===== src/rtl/me_unit_pkg.sv =====
// Shared stage-bus sizes and payload layouts for the memory-access stage.
package me_unit_pkg;

  localparam int unsigned EX_to_ME_Bus_Size = 131;
  localparam int unsigned ME_to_WB_Bus_Size = 124;
  localparam int unsigned ME_to_EX_Bus_Size = 47;
  localparam int unsigned DataW             = 32;
  localparam int unsigned RegW              = 5;
  localparam int unsigned CsrNumW           = 14;
  localparam int unsigned ExcpNumW          = 6;

  // Load access descriptor: {signed, byte, half, offset[1:0]}
  typedef struct packed {
    logic       sgn;
    logic       is_byte;
    logic       is_half;
    logic [1:0] offset;
  } dest_flag_t;

  typedef struct packed {
    logic                excp_en;
    logic [ExcpNumW-1:0] excp_num;
    logic [CsrNumW-1:0]  csr_num;
    logic                csr_we;
    logic [DataW-1:0]    csr_wvalue;
    logic                ertn;
    dest_flag_t          dest_flag;
    logic [DataW-1:0]    pc;
    logic [DataW-1:0]    result;
    logic                res_from_mem;
    logic                gr_we;
    logic [RegW-1:0]     dest;
  } ex_to_me_t;

  // Write enable is folded into wb_dest: a zero destination means no write.
  typedef struct packed {
    logic                excp_en;
    logic [ExcpNumW-1:0] excp_num;
    logic [CsrNumW-1:0]  csr_num;
    logic                csr_we;
    logic [DataW-1:0]    csr_wvalue;
    logic                ertn;
    logic [DataW-1:0]    pc;
    logic [DataW-1:0]    final_result;
    logic [RegW-1:0]     wb_dest;
  } me_to_wb_t;

  typedef struct packed {
    logic [CsrNumW-1:0] csr_num;
    logic               csr_we;
    logic [DataW-1:0]   csr_wvalue;
  } me_to_ex_t;

endpackage


===== src/rtl/me_unit_load_align.sv =====
// Load data alignment: selects byte/half lane by offset and extends it.
module me_unit_load_align
  import me_unit_pkg::*;
(
  input  logic [DataW-1:0] rdata,
  input  dest_flag_t       dest_flag,
  output logic [DataW-1:0] aligned_c
);

  logic [DataW-1:0] shifted;

  // Shift the addressed lane down, then sign- or zero-extend it.
  always_comb begin
    shifted   = rdata >> {dest_flag.offset, 3'b000};
    aligned_c = rdata;
    if (dest_flag.is_byte) begin
      aligned_c = {{24{dest_flag.sgn & shifted[7]}}, shifted[7:0]};
    end else if (dest_flag.is_half) begin
      aligned_c = {{16{dest_flag.sgn & shifted[15]}}, shifted[15:0]};
    end
  end

endmodule


===== src/rtl/me_unit.sv =====
// Memory-access pipeline stage: holds the EX bus, waits for load data,
// aligns it and forwards the result plus hazard/bypass signals.
module me_unit
  import me_unit_pkg::*;
(
  input  logic                         clk,
  input  logic                         resetn,
  input  logic                         EX_to_ME_Valid,
  input  logic [EX_to_ME_Bus_Size-1:0] EX_to_ME_Bus,
  output logic                         ME_Allow_in,
  input  logic                         WB_Allow_in,
  output logic                         ME_to_WB_Valid,
  output logic [ME_to_WB_Bus_Size-1:0] ME_to_WB_Bus,
  input  logic                         data_sram_data_ok,
  input  logic [DataW-1:0]             data_sram_rdata,
  input  logic                         excp_flush,
  input  logic                         ertn_flush,
  output logic [RegW-1:0]              ME_dest,
  output logic [DataW-1:0]             ME_Forward_Res,
  output logic                         ME_Ld_wait,
  output logic [ME_to_EX_Bus_Size-1:0] ME_to_EX_Bus,
  output logic                         ME_excp
);

  localparam logic [1:0] S_IDLE = 2'd0;
  localparam logic [1:0] S_WAIT = 2'd1;
  localparam logic [1:0] S_HAVE = 2'd2;
  localparam logic [1:0] S_DROP = 2'd3;

  logic [1:0]       state_q, state_d;
  logic             me_valid_q;
  ex_to_me_t        bus_q;
  ex_to_me_t        ex_bus;
  logic [DataW-1:0] data_buf_q;
  logic [DataW-1:0] load_data;
  logic [DataW-1:0] final_result;
  logic             flush, is_load, ready_go, load_accept, handover;
  logic             data_have, in_drop, buf_load;
  me_to_wb_t        wb_bus;
  me_to_ex_t        ex_byp;

  assign ex_bus      = EX_to_ME_Bus;
  assign flush       = excp_flush | ertn_flush;
  assign is_load     = bus_q.res_from_mem & ~bus_q.excp_en;
  assign ready_go    = ~(is_load & ~data_have);
  assign ME_Allow_in = ~in_drop & (~me_valid_q | (ready_go & WB_Allow_in));
  assign ME_to_WB_Valid = me_valid_q & ready_go;
  assign handover    = ME_to_WB_Valid & WB_Allow_in;
  assign load_accept = ME_Allow_in & EX_to_ME_Valid & ex_bus.res_from_mem & ~ex_bus.excp_en;

  // Stage valid bit: flush wins, otherwise refill whenever the stage accepts.
  always_ff @(posedge clk or negedge resetn) begin
    if (!resetn) begin
      me_valid_q <= 1'b0;
    end else if (flush) begin
      me_valid_q <= 1'b0;
    end else if (ME_Allow_in) begin
      me_valid_q <= EX_to_ME_Valid;
    end
  end

  // Payload register captures the EX bus on every accepted hand-over.
  always_ff @(posedge clk or negedge resetn) begin
    if (!resetn) begin
      bus_q <= '0;
    end else if (ME_Allow_in && EX_to_ME_Valid) begin
      bus_q <= ex_bus;
    end
  end

  // Response FSM state register.
  always_ff @(posedge clk or negedge resetn) begin
    if (!resetn) begin
      state_q <= S_IDLE;
    end else begin
      state_q <= state_d;
    end
  end

  // Response FSM next state; DROP swallows the response of a flushed load.
  always_comb begin
    state_d = state_q;
    unique case (state_q)
      S_IDLE: begin
        if (!flush && load_accept) state_d = S_WAIT;
      end
      S_WAIT: begin
        if (flush)                  state_d = data_sram_data_ok ? S_IDLE : S_DROP;
        else if (data_sram_data_ok) state_d = S_HAVE;
      end
      S_HAVE: begin
        if (flush)            state_d = S_IDLE;
        else if (load_accept) state_d = S_WAIT;
        else if (handover)    state_d = S_IDLE;
      end
      S_DROP: begin
        if (data_sram_data_ok) state_d = S_IDLE;
      end
      default: state_d = S_IDLE;
    endcase
  end

  // Response FSM decoded outputs.
  always_comb begin
    data_have = 1'b0;
    in_drop   = 1'b0;
    buf_load  = 1'b0;
    unique case (state_q)
      S_WAIT:  buf_load  = data_sram_data_ok & ~flush;
      S_HAVE:  data_have = 1'b1;
      S_DROP:  in_drop   = 1'b1;
      default: ;
    endcase
  end

  // Load data buffer, filled only by a response that will be consumed.
  always_ff @(posedge clk or negedge resetn) begin
    if (!resetn) begin
      data_buf_q <= '0;
    end else if (buf_load) begin
      data_buf_q <= data_sram_rdata;
    end
  end

  me_unit_load_align u_load_align (
    .rdata     (data_buf_q),
    .dest_flag (bus_q.dest_flag),
    .aligned_c (load_data)
  );

  assign final_result = bus_q.res_from_mem ? load_data : bus_q.result;

  // Assemble outgoing WB and CSR-bypass payloads.
  always_comb begin
    wb_bus              = '0;
    wb_bus.excp_en      = bus_q.excp_en;
    wb_bus.excp_num     = bus_q.excp_num;
    wb_bus.csr_num      = bus_q.csr_num;
    wb_bus.csr_we       = bus_q.csr_we;
    wb_bus.csr_wvalue   = bus_q.csr_wvalue;
    wb_bus.ertn         = bus_q.ertn;
    wb_bus.pc           = bus_q.pc;
    wb_bus.final_result = final_result;
    wb_bus.wb_dest      = (bus_q.gr_we && !bus_q.excp_en) ? bus_q.dest : 5'd0;
    ex_byp              = '0;
    ex_byp.csr_num      = bus_q.csr_num;
    ex_byp.csr_we       = bus_q.csr_we & me_valid_q;
    ex_byp.csr_wvalue   = bus_q.csr_wvalue;
  end

  assign ME_to_WB_Bus   = wb_bus;
  assign ME_to_EX_Bus   = ex_byp;
  assign ME_Forward_Res = final_result;
  assign ME_dest        = (me_valid_q && bus_q.gr_we) ? bus_q.dest : 5'd0;
  assign ME_Ld_wait     = me_valid_q & is_load & ~data_have;
  assign ME_excp        = me_valid_q & (bus_q.excp_en | bus_q.ertn);

endmodule


===== config.mk =====
export PLATFORM = sky130hd
export DESIGN_NAME = me_unit
export DESIGN_NICKNAME = d
export VERILOG_FILES = /design/src/rtl/me_unit_pkg.sv /design/src/rtl/me_unit_load_align.sv /design/src/rtl/me_unit.sv
export SDC_FILE = /design/constraint.sdc
export NUM_CORES = 1
export LEC_CHECK = 0
export ABC_AREA = 1
export BUFFER_PORTS_ARGS = -buffer_cell sky130_fd_sc_hd__buf_2
export CORE_MARGIN = 2
export CORE_UTILIZATION = 44
export DETAILED_ROUTE_END_ITERATION = 7
export PLACE_DENSITY = 0.74
export SLEW_MARGIN = 20
export SYNTH_ARGS = -nofsm -noshare
export SYNTH_HDL_FRONTEND = slang
export SYNTH_HIERARCHICAL = 1
export SYNTH_SLANG_ARGS = --single-unit

===== constraint.sdc =====
create_clock -name clk -period 1.4 [get_ports clk]
set_input_delay 0.07 -clock clk [delete_from_list [all_inputs] [get_ports clk]]
set_output_delay 0.07 -clock clk [all_outputs]
set_load 0.02 [all_outputs]

==> impl_metrics.toml <==
[logic_synthesis]
synth_cell_type_count = 28
synthFlopType = "dfrtp_1"
yosys_warnings = 6
synthTopCellsByArea = "dfrtp_1 46%, nand2_1 24%, buf_4 15%, mux2_2 4.0%, nand3_1 2.3%"
ys_seq_area_share_pct = 46.3
synth-seq-cells = 166
synth.mux.area_fraction_pct = 4.02
synth_compound_area_share_pct = 2.64
async_flop_share_pct = 100
synth-simple-area-share_pct = 28.0
synth-xor-area-share_pct = 0
yosysTopAreaCell = "dfrtp_1"
syn_area_sq_mm = 0.00897
yosysMostFrequentCell = "nand2_1"
netlist.area_leader.share_pct = 46.3
synth_nets = 1297
synthAdderAreaFrac_pct = 0
synth_edf_count = 0
syn_inst = 1127
synth_top_family_by_area = "simple AND/OR/NAND/NOR gates"
avgSynthCellArea_sq_um = 7.96
synthTopCellsByCount = "563 x nand2_1, 180 x buf_4, 166 x dfrtp_1, 41 x nand3_1, 32 x mux2_2"

[timing]
setup_viol = 244
hold_viol = 0
rsz0062_at_grt = "true"
setup_tns_ns = -66.59
tightestPinTransition_ns = 0.460
finalMaxSlewViolations = 0
finClkSkew_ns = 0.0119
finalWorstSetupSlack_ns = -0.587
period_needed_ns = 1.99
max_freq_mhz = 503
slew-limit-headroom_pct = 69.2
period_share_pct = 142

[placement]
io_buffers = 381
place_congestion = 0.888
dp_hpwl_mm = 19.4

[power]
total_power_mw = 24.7
p_leak_nw = 8.29
vdd_ir_drop_max_mv = 0.838
power_density_mw_per_mm2 = 1600

[drt]
wl_per_cell_um = 21.2
drtIter0Drc = 674
drc_errors = 0
dr_wl_met2_mm = 19.8
drt-met1-wl_mm = 13.9
wl_met3_mm = 3.45
maxUsedRoutingLayer = "met4"
vias_per_cell = 5.30
drt-total-wl_mm = 39.9
vias = 9949
ant_nets = 0
firstDrtPassIters = 5

[setup_path]
end_kind = "output port"
cp_cell_sequence = "inv_4 -> nand3_1 -> nand3_4 -> nand3_4 -> nand3_1 -> nand2_1 -> nand2_2 -> buf_4"
regToRegStartpoint = "state_q[0]"
r2r-end = "ME_to_EX_Bus[10]"
regToRegSetupSlack_ns = -0.30
worst_path_largest_cell_delay_ns = 0.46
worstRegToRegCells = 11
setup.worst_path.start = "bus_q[72]"
arrival_ns = 1.92
critPathLaunchType = "flip-flop"
crit_type = "flip-flop to output port"
critical_path.top_delay_family = "simple AND/OR/NAND/NOR gates"
cp_max_fo = 8
crit_buf_inv = 2
slowest_stage = "dfrtp_2"
cp.depth = 8
critPathRequiredTime_ns = 1.33

[global_routing]
grt_start_max_net_pins = 48
grt_pass1_vias = 9802
grt_pass1_wl_mm = 53.8
groute.usage.overall_pct = 32.4
grt_overflow_total = 0
antenna_found_initial = 0

[floorplan]
fp.dieH_um = 147
dieArea_sq_mm = 0.0215
initial_utilization_pct = 44.6
std_cell_rows = 52
core_sq_mm = 0.0201
ios = 382
die_w_um = 147

[finish]
diodes = 0
syn_to_final_growth_pct = 72.3
drive_gt1_share_pct = 54.1
fin_nets = 1764

[clock_tree]
tritoncts = "yes"
clkLatencyLatePin_ns = 0.43
htree_levels = 4
clkTransAtPathRegs_ns = 0.07
clock_path_buffers = 2
cts.sinks = 166
clockRootBuffer = "clkbuf_16"
cts_buffers = 17

[status]
violations = "negative setup slack"
status = "complete, but fails checks"

[min_path]
hold_depth = 4
min_from = "data_sram_data_ok"
hp-class = "input pin to flip-flop"
hold_end = "state_q[0]"

[flow_run]
maxCapViolCount = 0
## cell usage in the layout, fill, tap and decap left out, drive strengths merged
cell,instances
a21boi,1
clkinv,3
nand2,568
a21oi,10
buf,483
o21bai,1
bufinv,1
o21ai,29
mux2,32
nand4,1
nand3,45
clkbuf,29
dfrtp,166
nor3,1
clkinvlp,5
o31ai,1
dlygate4sd3,163
inv,37
nor2,31
## final cells by class
class,instances,area [sq um]
fillers,1137,4650
inverters,32,144
well taps,270,338
flip-flops and latches,166,4160
clock inverters,13,140
multi-input cells,720,4480
clock buffers,19,433
repair buffers,656,5740
repair inverters,1,20.0
## worst max-delay path by stage
stage	to
floorplan	ME_to_WB_Bus[27]
global placement	ME_to_WB_Bus[10]
detailed placement	ME_to_WB_Bus[10]
CTS	ME_Forward_Res[10]
global route	ME_Forward_Res[9]
finish	ME_to_WB_Bus[29]
## flip-flops by register name, summed over array words and instances (netlist names)
name          count
ME_to_WB_Bus     41
state_q           2
me_valid_q        1
bus_q            44
data_buf_q       32
ME_to_EX_Bus     46
## metrics by stage
| step | cell area, sq um | utilization [%] | std cells | worst slack [ns] | hold WS [ns] |
|---|---|---|---|---|---|
| 4_1_cts | 14300 | 71.2 | 1861 | -0.501 | 0.00729 |
| 3_3_place_gp | 10200 | 50.7 | 1610 | -0.149 | -0.0556 |
| 6_report | 15500 | 76.9 | 1877 | -0.587 | 0.0605 |
| 3_5_place_dp | 10200 | 50.7 | 1610 | -0.162 | -0.0536 |
| 2_1_floorplan | 9130 | - | 1127 | -0.0436 | -0.226 |
| 5_1_grt | 15500 | 76.9 | 1877 | -0.628 | 0.0768 |
## kinds of logic (layout without fill, tap and decap cells)
family / after synthesis / in the layout
buffers and inverters: 245 / 721
AND/OR/NAND/NOR: 642 / 646
flip-flops: 166 / 166
AO/OA/AOI/OAI: 42 / 42
multiplexers: 32 / 32
## layer usage
layer | up-vias | track usage, %
met5 | - | 0
met4 | 0 | 16.4
met3 | 192 | 6.49
met2 | 746 | 56.9
li1 | 4287 | -
met1 | 4724 | 37.7
## power breakdown
| part | switching (mW) | internal (mW) | leakage [nW] | total [mW] |
|---|---|---|---|---|
| Clock | 2.21 | 2.51 | 0.266 | 4.73 |
| Sequential | 1.35 | 6.06 | 2.03 | 7.42 |
| Combinational | 7.20 | 5.38 | 6.00 | 12.6 |
## worst min-delay path: cells and delay by family
family | cells | cell delay [ns]
simple gates | 2 | 0.15
buf+inv | 2 | 0.23
## repair_timing
| item | in CTS | in global routing |
|---|---|---|
| cloned | 31 | 12 |
| hold buffers | 163 | 0 |
| endpoints found under the setup margin | 218 | 244 |
| gates resized for setup | 288 | 267 |
| buffers inserted | 25 | 9 |
| endpoints found under the hold margin | 328 | 0 |
| pin swaps | 46 | 38 |
Power figures use the tool's default switching activity.
